[config.mk]
export PLATFORM = sky130hd
export DESIGN_NAME = stu_block_dispatcher
export DESIGN_NICKNAME = d
export VERILOG_FILES = /design/src/rtl/stu_pkg.sv /design/src/rtl/stu_rr_picker.sv /design/src/rtl/stu_block_dispatcher.sv
export SDC_FILE = /design/constraint.sdc
export NUM_CORES = 1
export LEC_CHECK = 0
export BUFFER_PORTS_ARGS = -buffer_cell sky130_fd_sc_hd__buf_2
export CORE_UTILIZATION = 50
export CTS_CLUSTER_DIAMETER = 200
export CTS_CLUSTER_SIZE = 16
export DETAILED_ROUTE_END_ITERATION = 12
export PLACE_DENSITY = 0.83
export REMOVE_ABC_BUFFERS = 1
export SYNTH_ARGS = -nofsm -noshare
export SYNTH_HDL_FRONTEND = slang
export SYNTH_HIERARCHICAL = 1
export SYNTH_SLANG_ARGS = --single-unit
[constraint.sdc]
create_clock -name clk -period 7.3 [get_ports clk]
set_input_delay 1.46 -clock clk [delete_from_list [all_inputs] [get_ports clk]]
set_output_delay 1.46 -clock clk [all_outputs]
set_load 0.1 [all_outputs]
[src/rtl/stu_pkg.sv]
// Shared types and constants for the STU core cluster front end.
package stu_pkg;

  localparam int unsigned NUM_CORES  = 4;
  localparam int unsigned ADDR_WIDTH = 64;
  localparam int unsigned CORE_ID_W  = $clog2(NUM_CORES);
  localparam int unsigned PERF_W     = 32;

  typedef logic [ADDR_WIDTH-1:0] addr_t;
  typedef logic [CORE_ID_W-1:0]  core_id_t;
  typedef logic [NUM_CORES-1:0]  core_mask_t;

  // Speculation level carried by a code-block descriptor
  typedef enum logic [1:0] {
    SPEC_LEVEL_0        = 2'b00,
    SPEC_LEVEL_1        = 2'b01,
    SPEC_LEVEL_2        = 2'b10,
    SPEC_LEVEL_0_BYPASS = 2'b11
  } spec_level_t;

  // Dispatcher scheduling state
  typedef enum logic [1:0] {
    DISP_RUN    = 2'd0,
    DISP_DRAIN  = 2'd1,
    DISP_SERIAL = 2'd2,
    DISP_FLUSH  = 2'd3
  } dispatch_state_t;

  // Levels that must run alone on an otherwise idle cluster
  function automatic logic is_serial_level(input spec_level_t lvl);
    return (lvl == SPEC_LEVEL_0) || (lvl == SPEC_LEVEL_0_BYPASS);
  endfunction

endpackage

[src/rtl/stu_rr_picker.sv]
// Round-robin free-core picker: first free core at or after rr_ptr_i, with wrap.
module stu_rr_picker
  import stu_pkg::*;
(
  input  logic [NUM_CORES-1:0] free_i,
  input  logic [CORE_ID_W-1:0] rr_ptr_i,
  output logic [NUM_CORES-1:0] grant_o,
  output logic [CORE_ID_W-1:0] grant_idx_o,
  output logic                 any_free_o
);

  core_id_t cand;
  logic     found;

  // Scan cores starting at the pointer; NUM_CORES is a power of two so the index wraps naturally
  always_comb begin
    grant_o     = '0;
    grant_idx_o = rr_ptr_i;
    found       = 1'b0;
    cand        = '0;
    for (int unsigned i = 0; i < NUM_CORES; i++) begin
      cand = core_id_t'(rr_ptr_i + core_id_t'(i));
      if (!found && free_i[cand]) begin
        found         = 1'b1;
        grant_o[cand] = 1'b1;
        grant_idx_o   = cand;
      end
    end
  end

  assign any_free_o = |free_i;

endmodule

[src/rtl/stu_block_dispatcher.sv]
// Speculative code-block dispatcher for the STU core cluster.
// Level 0 blocks run alone, levels 1/2 run in parallel, a level-2
// misspeculation squashes every in-flight level-2 block.
// Optional build macro STU_DISPATCH_PERF_EN adds saturating perf counters.
module stu_block_dispatcher
  import stu_pkg::*;
(
  input  logic                  clk,
  input  logic                  rst,
  input  logic                  blk_valid_i,
  output logic                  blk_ready_o,
  input  logic [ADDR_WIDTH-1:0] blk_pc_i,
  input  logic [1:0]            blk_level_i,
  output logic [NUM_CORES-1:0]  disp_valid_o,
  output logic [ADDR_WIDTH-1:0] disp_pc_o,
  output logic [1:0]            disp_level_o,
  input  logic [NUM_CORES-1:0]  core_done_i,
  input  logic [NUM_CORES-1:0]  spec_fail_i,
  output logic [NUM_CORES-1:0]  flush_o,
  output logic [NUM_CORES-1:0]  busy_o,
  output logic [1:0]            state_o
`ifdef STU_DISPATCH_PERF_EN
  ,
  output logic [PERF_W-1:0]     perf_dispatch_o,
  output logic [PERF_W-1:0]     perf_squash_o,
  output logic [PERF_W-1:0]     perf_stall_o
`endif
);

  dispatch_state_t state_q, state_d;
  core_mask_t      busy_q, busy_d;
  core_mask_t      spec2_q, spec2_d;
  core_id_t        rr_ptr_q, rr_ptr_d;
  core_id_t        serial_id_q, serial_id_d;
  core_mask_t      disp_valid_q;
  core_mask_t      flush_q;
  addr_t           disp_pc_q;
  logic [1:0]      disp_level_q;

  spec_level_t     blk_level;
  logic            serial_lvl;
  core_mask_t      pick_onehot;
  core_id_t        pick_idx;
  logic            any_free;
  logic            squash_hit;
  core_mask_t      squash_mask;
  logic            ready_c;
  logic            accept;
  core_mask_t      grant_onehot;

  assign blk_level  = spec_level_t'(blk_level_i);
  assign serial_lvl = is_serial_level(blk_level);

  // Candidate core from the registered busy vector
  stu_rr_picker u_picker (
    .free_i      (~busy_q),
    .rr_ptr_i    (rr_ptr_q),
    .grant_o     (pick_onehot),
    .grant_idx_o (pick_idx),
    .any_free_o  (any_free)
  );

  // A fail only counts on a busy level-2 core; it then takes out every level-2 core
  always_comb begin
    squash_hit  = |(spec_fail_i & busy_q & spec2_q);
    squash_mask = squash_hit ? (busy_q & spec2_q) : '0;
  end

  // Next-state and acceptance decision; a squash overrides everything else
  always_comb begin
    state_d     = state_q;
    ready_c     = 1'b0;
    serial_id_d = serial_id_q;
    case (state_q)
      DISP_RUN: begin
        if (serial_lvl) begin
          ready_c = ~|busy_q;
          if (blk_valid_i) begin
            if (|busy_q) begin
              state_d = DISP_DRAIN;
            end else begin
              state_d     = DISP_SERIAL;
              serial_id_d = pick_idx;
            end
          end
        end else begin
          ready_c = any_free;
        end
      end
      DISP_DRAIN: begin
        if (~|busy_q) state_d = DISP_RUN;
      end
      DISP_SERIAL: begin
        if (core_done_i[serial_id_q]) state_d = DISP_RUN;
      end
      DISP_FLUSH: begin
        state_d = DISP_RUN;
      end
      default: begin
        state_d = DISP_RUN;
      end
    endcase
    if (squash_hit) begin
      state_d     = DISP_FLUSH;
      ready_c     = 1'b0;
      serial_id_d = serial_id_q;
    end
  end

  assign blk_ready_o = ready_c & ~rst;
  assign accept      = blk_valid_i & blk_ready_o;

  // Per-core bookkeeping; grants only target cores free in the registered vector
  always_comb begin
    grant_onehot = accept ? pick_onehot : '0;
    busy_d       = (busy_q & ~core_done_i & ~squash_mask) | grant_onehot;
    spec2_d      = (spec2_q & ~core_done_i & ~squash_mask)
                 | ((blk_level == SPEC_LEVEL_2) ? grant_onehot : '0);
    rr_ptr_d     = accept ? core_id_t'(pick_idx + core_id_t'(1)) : rr_ptr_q;
  end

  // State, per-core flags and registered dispatch/flush outputs
  always_ff @(posedge clk or posedge rst) begin
    if (rst) begin
      state_q      <= DISP_RUN;
      busy_q       <= '0;
      spec2_q      <= '0;
      rr_ptr_q     <= '0;
      serial_id_q  <= '0;
      disp_valid_q <= '0;
      flush_q      <= '0;
      disp_pc_q    <= '0;
      disp_level_q <= '0;
    end else begin
      state_q      <= state_d;
      busy_q       <= busy_d;
      spec2_q      <= spec2_d;
      rr_ptr_q     <= rr_ptr_d;
      serial_id_q  <= serial_id_d;
      disp_valid_q <= grant_onehot;
      flush_q      <= squash_mask;
      if (accept) begin
        disp_pc_q    <= blk_pc_i;
        disp_level_q <= blk_level_i;
      end
    end
  end

  assign disp_valid_o = disp_valid_q;
  assign disp_pc_o    = disp_pc_q;
  assign disp_level_o = disp_level_q;
  assign flush_o      = flush_q;
  assign busy_o       = busy_q;
  assign state_o      = state_q;

`ifdef STU_DISPATCH_PERF_EN
  logic [PERF_W-1:0] perf_dispatch_q;
  logic [PERF_W-1:0] perf_squash_q;
  logic [PERF_W-1:0] perf_stall_q;
  logic              stall;

  assign stall = blk_valid_i & ~blk_ready_o;

  // Saturating event counters: accepted blocks, squash events, stalled cycles
  always_ff @(posedge clk or posedge rst) begin
    if (rst) begin
      perf_dispatch_q <= '0;
      perf_squash_q   <= '0;
      perf_stall_q    <= '0;
    end else begin
      if (accept && !(&perf_dispatch_q))  perf_dispatch_q <= perf_dispatch_q + PERF_W'(1);
      if (squash_hit && !(&perf_squash_q)) perf_squash_q  <= perf_squash_q + PERF_W'(1);
      if (stall && !(&perf_stall_q))       perf_stall_q   <= perf_stall_q + PERF_W'(1);
    end
  end

  assign perf_dispatch_o = perf_dispatch_q;
  assign perf_squash_o   = perf_squash_q;
  assign perf_stall_o    = perf_stall_q;
`endif

endmodule

# ---- Word-level counts from Yosys, hierarchy flattened
# Index checks and enable logic that the tools add are counted.
dict set report totals {
  regBits 88
  input_bits 77
  wordCells 111
}
dict set report op_classes {
  n_addsub 4
  order_cmp 9
  n_eq_ne 9
  n_mux 41
  bitwise_logic 20
  reduce_logical 19
}
# op n
set ops {}
lappend ops {{bitwise AND 4 bit} 7}
lappend ops {{two-way mux 4 bit} 7}
lappend ops {{bitwise OR 4 bit} 5}
lappend ops {{two-way mux 2 bit} 9}
lappend ops {{< comparator 2 x 3 -> 1 bit (second input constant)} 5}
lappend ops {{two-way mux 1 bit} 15}
lappend ops {{inequality test 3 bit (second input constant)} 4}
lappend ops {{NOT 4 bit} 3}
lappend ops {{OR reduction 4 bit} 3}
lappend ops {{binary-select mux 1 bit (select 2 bit)} 5}
lappend ops {{demux 1 bit (select 2 bit)} 4}
lappend ops {{== test 2 bit (second input constant)} 4}
lappend ops {{greater-or-equal comparator 2 x 1 -> 1 bit (second input constant)} 4}
lappend ops {{one-hot mux 2 bit (4 select lines)} 1}
lappend ops {{logical AND 1 bit} 7}
lappend ops {{AND reduction 5 bit} 1}
lappend ops {{adder 2 x 1 -> 2 bit (second input constant)} 2}
lappend ops {{adder 2 bit (second input constant)} 2}
lappend ops {{logical NOT 1 bit} 4}
lappend ops {{logical NOT 2 bit} 2}
lappend ops {{AND reduction 4 bit} 1}
lappend ops {{NOT 1 bit} 3}
lappend ops {{bitwise AND 1 bit} 2}
lappend ops {{== test 2 x 1 -> 1 bit (second input constant)} 1}
lappend ops {{logical OR 1 bit} 1}

# ---- Depth between registers and ports, before layout
# Gate-level depths: netlist of run 1.
dict set report depth {
  ltp_word 16
  depth_mapped 9
  mapped_depth_nobuf 8
}

# ---- By module
# The synthesis of run 1 kept the hierarchy.
# module instances cells_each area_per_inst_um2 seq_area_each_um2
set by_module_without_submodules {}
lappend by_module_without_submodules {stu_block_dispatcher 1 232 3495.9 2202.1}
lappend by_module_without_submodules {stu_rr_picker 1 48 434.2 0.0}

# ---- Worst setup path after synthesis of run 1
# OpenSTA, ideal clock, no wires.
dict set report synth_timing {
  path_type {in2out}
  start {input rst}
  end {output blk_ready_o}
  arrival_time_ps 5676
  required_time_ps 5840
  path_slack_ps 164
  cell_stages 3
  n_path_buf 0
  path_cell_list {inv_1 o2111ai_1 nor3_1}
}
dict set report synth_via {
  elab_chain_cells 2
}
# element line_no
set synth_lines {}
lappend synth_lines {{start, declared} stu_block_dispatcher.sv:9} ;# input logic rst,
lappend synth_lines {{NOT 1 bit} stu_block_dispatcher.sv:110} ;# assign blk_ready_o = ready_c & ~rst;
lappend synth_lines {{bitwise AND 1 bit} stu_block_dispatcher.sv:110}
lappend synth_lines {{end, declared} stu_block_dispatcher.sv:11} ;# output logic blk_ready_o,
# No other way between the ends.

# ---- Final worst setup path of run 1
dict set report layout_timing {
  start {input blk_level_i[0]}
  end {output blk_ready_o}
}
dict set report layout_via {
  elab_chain_cells 6
}
# element line_no
set layout_lines {}
lappend layout_lines {{start, declared} stu_block_dispatcher.sv:13} ;# input logic [1:0] blk_level_i,
lappend layout_lines {{== test 2 bit or logical NOT 2 bit (tied branches)} stu_pkg.sv:31} ;# return (lvl == SPEC_LEVEL_0) || (lvl == SPEC_LEVEL_0_BYPASS);
lappend layout_lines {{logical OR 1 bit *} stu_pkg.sv:31}
lappend layout_lines {{two-way mux 1 bit *} stu_block_dispatcher.sv:76} ;# if (serial_lvl) begin
lappend layout_lines {{two-way mux 1 bit *} stu_block_dispatcher.sv:74} ;# case (state_q)
lappend layout_lines {{two-way mux 1 bit *} stu_block_dispatcher.sv:103} ;# if (squash_hit) begin
lappend layout_lines {{bitwise AND 1 bit *} stu_block_dispatcher.sv:110}
# Mark *: on every way between the ends. The rest lies on a longest branch, timed or not.

==> metrics.txt, run 1 <==
Clock Skews=15.4 ps; Max Slew Vio Count=0; routability congestion estimate=0.798; drt pass-1 iters=4; Via-to-Cell Ratio=5.36; H-tree depth=3; Clock Tree Buf Depth=2; Initial Util=53.0%; largest cells by area after synthesis=dfrtp_1, mux2_2, buf_6; hold_ws=491 ps; Remaining DRCs=0; critical path launch point type=input port; Syn Area/Cell=14.0 sq um; max cap viols=0; Area after DPL=4750 sq um; #FFs+latches synth=88; Root Buffer=clkbuf_8; die extent in y=90.7 um; filler instances=556; GRT Total Usage=21.5%; vias=2904; setup ws final=3040 ps; Worst-Skew Late Latency=360 ps; core region area=7410 sq um; # diodes=0; Synth area leader=dfrtp_1; Die W=90.7 um; Netlist cell types=44; CTS clk-pin slew, worst paths=90 ps; Setup crit end kind=output pin; die area=8220 sq um; RSZ-0062 raised after global routing=no; Final setup violation count=0; IO Port Bufs=157; Seq/Total Area, Yosys=56.0%; CP required=5840 ps; io pins=158; Critical Path AT=2800 ps; final period utilization=58.4%; post-CTS resize count=0; Congestion Overflow GR=0; mapped cell area=3930 sq um; Setup CP Type=in2out; Critical Path Source=blk_level_i[0]; nets@finish=521; EDFF count, synth=0; R2R cell count=8; post-route design area=4980 sq um; P&R area growth vs syn=26.8%; R2R Path End=spec2_q[0]$_DFF_PP0_; most common cell in the netlist=dfrtp_1; Top FF cell, synth=dfrtp_1; Mapped Cells=280; critical path's most frequent cell=buf_2; R2R Setup Slk=4530 ps; layout cell share with drive strength beyond 1=56.0%; Max Fclk=235 MHz; pin count of the biggest net entering global routing=89; crit path to=blk_ready_o; final setup TNS=0 ps; vias in the first global route=2769; hold buffers post-CTS=0; register area=2200 sq um; Synth top area share=56.0%; critical path, cell by cell=buf_2 > inv_1 > ha_1 > o41ai_2 > o2111ai_1 > nor3_1 > buf_2; initial drt markers=112; critical-path maximum fanout=5; reg-to-reg critical path startpoint=rr_ptr_q[0]$_DFFE_PP0N_; Post-Route WL=8.52 mm; share of synthesized registers carrying an async set or reset=100%; initial antenna violation count=0; slowest stage cell, crit path=buf_2; yosys warns=6; global-route wire length before repair=13.9 mm; Std-Cell Rows=31; Detail Route Antenna Nets=0; CTS tree=yes; multi-input combinational cell area=1560 sq um; status=finished, final reports clean; final hold vios=0; post-DR wirelength/cell=15.7 um; Worst slew margin=27.7%; commonest cells in the netlist=dfrtp_1, mux2_2, inv_1; launch point of the worst hold path=disp_pc_o[1]$_DFFE_PP0N_; Final Critical Period=4260 ps; CP max stage delay=450 ps; TritonCTS Buffers=9; min-delay worst type=reg2reg; hpwl dp=6.33 mm; Clock Sinks=88; post-place setup slack=3030 ps; Slew @ Worst Pin=1090 ps; postcts setup bufs=0
-- stage by stage --
| stage | cells | util [%] |
|---|---|---|
| global route | 542 | 67.3 |
| global placement | 526 | 64.1 |
| floorplan | 267 | - |
| finish | 542 | 67.3 |
| CTS | 542 | 67.3 |
| detailed placement | 526 | 64.1 |
-- layout by cell type, fill, tap and decap left out, drive strengths merged, types with 2 or more instances in the layout --
| cell | count |
|---|---|
| buf | 160 |
| a21oi | 2 |
| o2111ai | 2 |
| a221oi | 4 |
| ha | 6 |
| a32o | 8 |
| inv | 18 |
| dfrtp | 88 |
| mux2 | 70 |
| nor2 | 7 |
| nor3 | 3 |
| nand3 | 4 |
| nand2 | 4 |
| bufinv | 2 |
| a211o | 2 |
| mux4 | 4 |
| and2 | 8 |
| nor2b | 6 |
| clkbuf | 9 |
| o21ai | 11 |
| o31ai | 2 |
| o2bb2ai | 4 |
-- worst min path at each step --
| stage | slack, ps | endpoint | depth (start not counted) |
|---|---|---|---|
| 2_1_floorplan | 490 | serial_id_q[1]$_DFFE_PP0P_ | 1 |
| 3_3_place_gp | 460 | disp_pc_o[1]$_DFFE_PP0N_ | 1 |
| 3_5_place_dp | 470 | disp_pc_o[1]$_DFFE_PP0N_ | 1 |
| 4_1_cts | 500 | disp_pc_o[1]$_DFFE_PP0N_ | 1 |
| 5_1_grt | 520 | disp_pc_o[1]$_DFFE_PP0N_ | 1 |
| 6_report | 490 | disp_pc_o[1]$_DFFE_PP0N_ | 1 |
-- per-layer routing --
metal | share of wire (%) | up-vias | global-route usage (%)
met5 | 0 | - | 0
met4 | 2.1 | 0 | 8.47
met3 | 7.6 | 17 | 4.12
met2 | 49 | 138 | 36.0
met1 | 41 | 1404 | 27.6
li1 | - | 1345 | -
-- state kept, by name, summed over array words and instances, names as in the netlist --
signal	flops
disp_pc_o	64
busy_o	4
disp_valid_o	4
flush_o	4
spec2_q	4
disp_level_o	2
rr_ptr_q	2
serial_id_q	2
state_o	2
-- worst max-delay path: cells and delay by family --
kind	cells	cell delay (ps)
buffers and inverters	3	580
adder cells (fa/ha/maj)	1	350
AO/OA/AOI/OAI	2	260
AND/OR/NAND/NOR	1	150
-- cell families after synthesis --
| kind of cell | share of synthesized area, % |
|---|---|
| DFF | 56.0 |
| AOI/OAI and AO/OA | 8.25 |
| and+or+nand+nor | 6.37 |
| muxes | 22.7 |
| buffers and inverters | 4.30 |
| xor gates and xnor gates | 0.446 |
| adders and majority gates | 1.91 |
-- cell type report --
type / count / area share [%]
clock buffers: 9 / 2.49
clock inverters: 7 / 2.16
inverters: 15 / 1.16
multi-input cells: 164 / 31.3
flip-flops and latches: 88 / 44.2
well taps: 99 / 2.49
repair buffers: 160 / 16.2
Power of run 1 is left out: the tool's default activity adds up to more than one toggle a clock period on the data nets, which glitch-free logic cannot reach.
==> inputs of run 2 (changes only) <==
Settings changed: ABC_AREA from default to 1, CORE_UTILIZATION 50 to 45, PLACE_DENSITY 0.83 to 0.78.
Clock period 7.3 ns to 3.61 ns, I/O delays scaled along.
==> run 2 against run 1 <==
  * Worst setup slack got worse by 2100 ps
  * Core utilization decreased by 9.0 points
  * Register-to-register slack got worse by 3400 ps
  * Critical path depth increased by 3
  * Largest cell class unchanged
==> metrics.txt, run 2 <==
P&R area growth vs syn=24.4% (was 26.8%); Final Critical Period=2630 ps; Clock Sinks=88 (unchanged); Seq/Total Area, Yosys=50.7% (was 56.0%); status=finished, final reports clean (unchanged); most common cell after layout, fill and taps aside=nand2_1 (was buf_2); Synth area leader=dfrtp_1 (unchanged); post-CTS resize count=0 (unchanged); die extent in y=100 um (was 90.7 um); initial drt markers=212 (was 112); setup ws final=976 ps (was 3040 ps); Worst slew margin=43.1% (was 27.7%); commonest cells in the netlist=nand2_1, dfrtp_1, nand3_1 (was dfrtp_1, mux2_2, inv_1); io pins=158 (unchanged); final setup TNS=0 ps (unchanged); post-DR wirelength/cell=13.6 um (was 15.7 um); die area=10100 sq um (was 8220 sq um); Slew @ Worst Pin=854 ps (was 1090 ps); share of synthesized registers carrying an async set or reset=100% (unchanged); Worst-Skew Late Latency=370 ps (was 360 ps); commonest cells after routing, fill and taps aside=nand2_1, buf_2, dfrtp_1 (was buf_2, dfrtp_1, mux2_2); critical-path maximum fanout=6 (was 5); post-place setup slack=801 ps (was 3030 ps); EDFF count, synth=0 (unchanged); Std-Cell Rows=35 (was 31); Mapped Cells=507 (was 280); Die W=100 um (was 90.7 um); Post-Route WL=10.7 mm (was 8.52 mm); Final setup violation count=0 (unchanged); vias=3933 (was 2904); max reg flops=64 (unchanged); hpwl dp=7.60 mm (was 6.33 mm); drt pass-1 iters=5 (was 4); Critical Path AT=1910 ps (was 2800 ps); Clock Tree Buf Depth=2 (unchanged); Synth top area share=50.7% (was 56.0%); Top FF cell, synth=dfrtp_1 (unchanged); Initial Util=46.8% (was 53.0%); mapped cell area=4350 sq um (was 3930 sq um); max cap viols=0 (unchanged); Max Slew Vio Count=0 (unchanged); # diodes=0 (unchanged); Syn Area/Cell=8.57 sq um (was 14.0 sq um); most common cell in the netlist=nand2_1 (was dfrtp_1); Max Fclk=380 MHz; IO Port Bufs=157 (unchanged); Detail Route Antenna Nets=0 (unchanged); final hold vios=0 (unchanged); routability congestion estimate=0.891 (was 0.798); RSZ-0062 raised after global routing=no (unchanged); vias in the first global route=3618 (was 2769); Via-to-Cell Ratio=4.98 (was 5.36); min-delay worst type=in2async (was reg2reg); hold buffers post-CTS=0 (unchanged); Setup CP Type=reg2out (was in2out); layout cell share with drive strength beyond 1=33.7% (was 56.0%); Congestion Overflow GR=0 (unchanged); pin count of the biggest net entering global routing=74 (was 89); Root Buffer=clkbuf_8 (unchanged); CTS tree=yes (unchanged); yosys warns=6 (unchanged); largest cells by area after synthesis=dfrtp_1, nand2_1, nand3_1 (was dfrtp_1, mux2_2, buf_6); global-route wire length before repair=17.2 mm (was 13.9 mm); #FFs+latches synth=88 (unchanged); Setup crit end kind=output pin (unchanged); critical path launch point type=flop (was input port); CTS clk-pin slew, worst paths=100 ps (was 90 ps); CP required=2890 ps (was 5840 ps); final period utilization=73.0%; Final Util=58.2% (was 67.3%); Netlist cell types=30 (was 44); Clock Skews=10.0 ps (was 15.4 ps); postcts setup bufs=0 (unchanged); H-tree depth=3 (unchanged); Remaining DRCs=0 (unchanged); core region area=9280 sq um (was 7410 sq um); TritonCTS Buffers=9 (unchanged); nets@finish=739 (was 521); initial antenna violation count=0 (unchanged); GRT Total Usage=21.6% (was 21.5%)
run 2: cell count changes after synthesis, sizes merged, moves of 5 or more:
| cell | delta |
|---|---|
| nor2 | +9 |
| inv | +16 |
| buf | +10 |
| nor2b | -6 |
| nand3 | +94 |
| nand4 | +5 |
| and2 | -8 |
| nand2 | +210 |
| mux2 | -70 |
| a32o | -8 |
run 2: path summary, 6_finish.rpt:
kind / from / to / slack [ps] / cells past startpoint
max in group asynchronous: rst / disp_pc_o[11]$_DFFE_PP0N_ / 2120 / 4
min in group clk: disp_pc_o[30]$_DFFE_PP0N_ / disp_pc_o[30]$_DFFE_PP0N_ / 470 / 2
max reg2reg: busy_o[2]$_DFF_PP0_ / busy_o[1]$_DFF_PP0_ / 1160 / 12
min reg2reg: disp_pc_o[30]$_DFFE_PP0N_ / disp_pc_o[30]$_DFFE_PP0N_ / 470 / 2
min: rst / rr_ptr_q[0]$_DFFE_PP0N_ / 450 / 3
max: busy_o[2]$_DFF_PP0_ / blk_ready_o / 980 / 10
run 2: cells by family (layout without fill, tap and decap cells):
| logic type | count (synthesis) | in the layout | synth area share [%] |
|---|---|---|---|
| buffers and inverters | 56 | 210 | 6.88 |
| AND/OR/NAND/NOR | 335 | 335 | 37.7 |
| AO/OA/AOI/OAI | 21 | 21 | 2.79 |
| XOR/XNOR | 1 | 1 | 0.202 |
| adder cells (fa/ha/maj) | 6 | 6 | 1.73 |
| flip-flops | 88 | 88 | 50.7 |
run 2: per-stage QoR:
| stage | cell area, sq um | hold WS [ps] | std cells |
|---|---|---|---|
| 2_1_floorplan | 4170 | 476 | 482 |
| 3_3_place_gp | 5200 | 449 | 774 |
| 3_5_place_dp | 5200 | 453 | 774 |
| 4_1_cts | 5410 | 451 | 790 |
| 5_1_grt | 5410 | 477 | 790 |
| 6_report | 5410 | 448 | 790 |
run 2: area by class of cell:
cell class,instances,area [sq um]
clock buffers,9,124
clock inverters,7,85.1
fillers,880,3880
inverters,31,123
multi-input cells,363,1850
flip-flops and latches,88,2200
well taps,129,161
repair buffers,163,858
run 2: metal layers:
metal | part of all wire, % | wire length (um) | GRT usage (%)
met2 | 47 | 5050 | 34.9
met5 | 0 | 0 | 0
met1 | 45 | 4840 | 29.1
met4 | 1.6 | 175 | 7.25
met3 | 6.0 | 643 | 4.32
run 2: worst max-delay path, cell delays in order (launching register included):
cell and delay [ps]:
dfrtp_1 450, inv_1 230, inv_1 90, nand4_1 90
inv_1 50, nand2_1 50, nand2_1 80, nor2_4 130
nand2_2 80, nor2_4 120, buf_12 190
Power of run 2 is left out for the same reason.
==> inputs of run 3 (changes only) <==
Settings changed: ABC_AREA 1 to 0, CORE_UTILIZATION 45 to 48, PLACE_DENSITY 0.78 to 0.8.
Clock period 3.61 ns to 2.5 ns, I/O delays scaled along.
==> run 3 against run 2 <==
  * Critical endpoint unchanged
  * Count of clock-buffer cells in the layout did not move
  * Wire length fell by 17%
  * Die area fell by 15%
  * Hold slack got worse by 370 ps
  * Via count fell by 25%
==> metrics.txt, run 3 (synthesis gave the netlist of run 1 again) <==
H-tree depth=3 (unchanged); CP max stage delay=380 ps (was 450 ps); GRT Max-Usage Layer=met2 (unchanged); most common cell after layout, fill and taps aside=buf_2 (was nand2_1); Setup crit end kind=output pin (unchanged); crit path to=blk_ready_o (unchanged); vias=2960 (was 3933); CTS tree=yes (unchanged); Critical Path AT=1890 ps (was 1910 ps); P&R area growth vs syn=31.3% (was 24.4%); GRT met1 Usage=26.0% (was 29.1%); CTS clk-pin slew, worst paths=90 ps (was 100 ps); final hold vios=0 (unchanged); hpwl dp=6.59 mm (was 7.60 mm); pin count of the biggest net entering global routing=74 (unchanged); postcts setup bufs=0 (unchanged); drt pass-1 iters=4 (was 5); Root Buffer=clkbuf_8 (unchanged); met3 usage=4.11% (was 4.32%); CP Buf/Inv Count=2 (was 4); min-delay worst type=in2async (unchanged); critical path depth=5 (was 10); initial drt markers=114 (was 212); initial antenna violation count=0 (unchanged); R2R cell count=8 (was 12); Std-Cell Rows=32 (was 35); die area=8550 sq um (was 10100 sq um); Max Slew Vio Count=0 (unchanged); Congestion Overflow GR=0 (unchanged); commonest cells after routing, fill and taps aside=buf_2, dfrtp_1, mux2_2 (was nand2_1, buf_2, dfrtp_1); Clock Skews=13.3 ps (was 10.0 ps); die extent in y=92.5 um (was 100 um); nets@finish=535 (was 739); critical path, cell by cell=buf_4 > o41ai_4 > o2111ai_2 > nor3_4 > buf_12 (was inv_1 > inv_1 > nand4_1 > inv_1 > nand2_1 > nand2_1 > nor2_4 > nand2_2 > nor2_4 > buf_12); Critical Path Source=busy_o[0]$_DFF_PP0_ (was busy_o[2]$_DFF_PP0_); GRT Total Usage=21.1% (was 21.6%); CP required=2000 ps (was 2890 ps); Via-to-Cell Ratio=5.30 (was 4.98); final setup TNS=0 ps (unchanged); Die W=92.5 um (was 100 um); io pins=158 (unchanged); Clock Tree Buf Depth=2 (unchanged); Post-Route WL=8.90 mm (was 10.7 mm); Remaining DRCs=0 (unchanged); Detail Route Antenna Nets=0 (unchanged); Final setup violation count=0 (unchanged); Final Critical Period=2390 ps; met2 GRT Util=35.6% (was 34.9%); vias in the first global route=2822 (was 3618); TritonCTS Buffers=9 (unchanged); status=finished, final reports clean (unchanged); final period utilization=95.6%; slowest stage cell, crit path=dfrtp_1 (unchanged); critical-path maximum fanout=7 (was 6); core region area=7810 sq um (was 9280 sq um); # diodes=0 (unchanged); Slew @ Worst Pin=889 ps (was 854 ps); delay-heaviest family, CP=compound AO/OA/AOI/OAI gates (was buffers and inverters); reg-to-reg critical path startpoint=rr_ptr_q[1]$_DFFE_PP0N_ (was busy_o[2]$_DFF_PP0_); Setup CP Type=reg2out (unchanged); global-route wire length before repair=13.8 mm (was 17.2 mm); critical path launch point type=flop (unchanged); Initial Util=50.3% (was 46.8%); post-DR wirelength/cell=16.0 um (was 13.6 um); routability congestion estimate=0.844 (was 0.891); Worst-Skew Late Latency=350 ps (was 370 ps); Worst slew margin=40.7% (was 43.1%); IO Port Bufs=157 (unchanged); max cap viols=0 (unchanged); RSZ-0062 raised after global routing=no (unchanged); Clock Sinks=88 (unchanged); R2R Setup Slk=170 ps (was 1160 ps); layout cell share with drive strength beyond 1=58.6% (was 33.7%); hold_ws=79.1 ps (was 448 ps); max reg flops=64 (unchanged); Max Fclk=418 MHz; R2R Path End=rr_ptr_q[1]$_DFFE_PP0N_ (was busy_o[1]$_DFF_PP0_)
[run 3: cell type report]
| cell class | count | area (sq um) |
|---|---|---|
| clock buffers | 9 | 124 |
| clock inverters | 6 | 91.3 |
| inverters | 15 | 57.6 |
| fillers | 587 | 2650 |
| multi-input cells | 164 | 1600 |
| repair buffers | 174 | 953 |
| flip-flops and latches | 88 | 2200 |
| well taps | 102 | 128 |
[run 3: repair_timing]
item / CTS / global route
hold buffers: 0 / 0
gates cloned: 0 / 0
pin swaps: 0 / 0
gates resized for setup: 2 / 6
setup endpoints to repair: 1 / 3
hold endpoints to repair: 0 / 0
[run 3: per-stage QoR]
stage	cell area [sq um]	worst slack [ps]	utilization [%]	cells
after global placement	4900	206	62.8	543
after CTS	5130	13.7	65.7	558
after detailed placement	4900	130	62.8	543
final	5160	110	66.1	558
after floorplan	3820	-2720	-	267
after global routing	5160	18.6	66.1	558
[run 3: worst min-delay path by stage]
stage / start / to
4_1_cts: rst / disp_pc_o[36]$_DFFE_PP0N_
5_1_grt: rst / disp_pc_o[7]$_DFFE_PP0N_
2_1_floorplan: serial_id_q[1]$_DFFE_PP0P_ / serial_id_q[1]$_DFFE_PP0P_
3_3_place_gp: rst / disp_level_o[1]$_DFFE_PP0N_
3_5_place_dp: rst / disp_level_o[0]$_DFFE_PP0N_
6_report: rst / disp_pc_o[54]$_DFFE_PP0N_
[run 3: worst register-to-register path: stages, from the launching register on]
cell and delay (ps):
dfrtp_1 460, inv_1 90, ha_1 320, mux4_2 310
nor2_1 60, o21a_1 170, o31ai_1 410, xor2_1 110
mux2_2 280
[run 3: per-layer routing]
layer  up-vias  wire (um)
li1       1366          -
met1      1438       3550
met2       135       4450
met3        21        660
met4         0        242
met5         -          0
Power of run 3 is left out for the same reason.
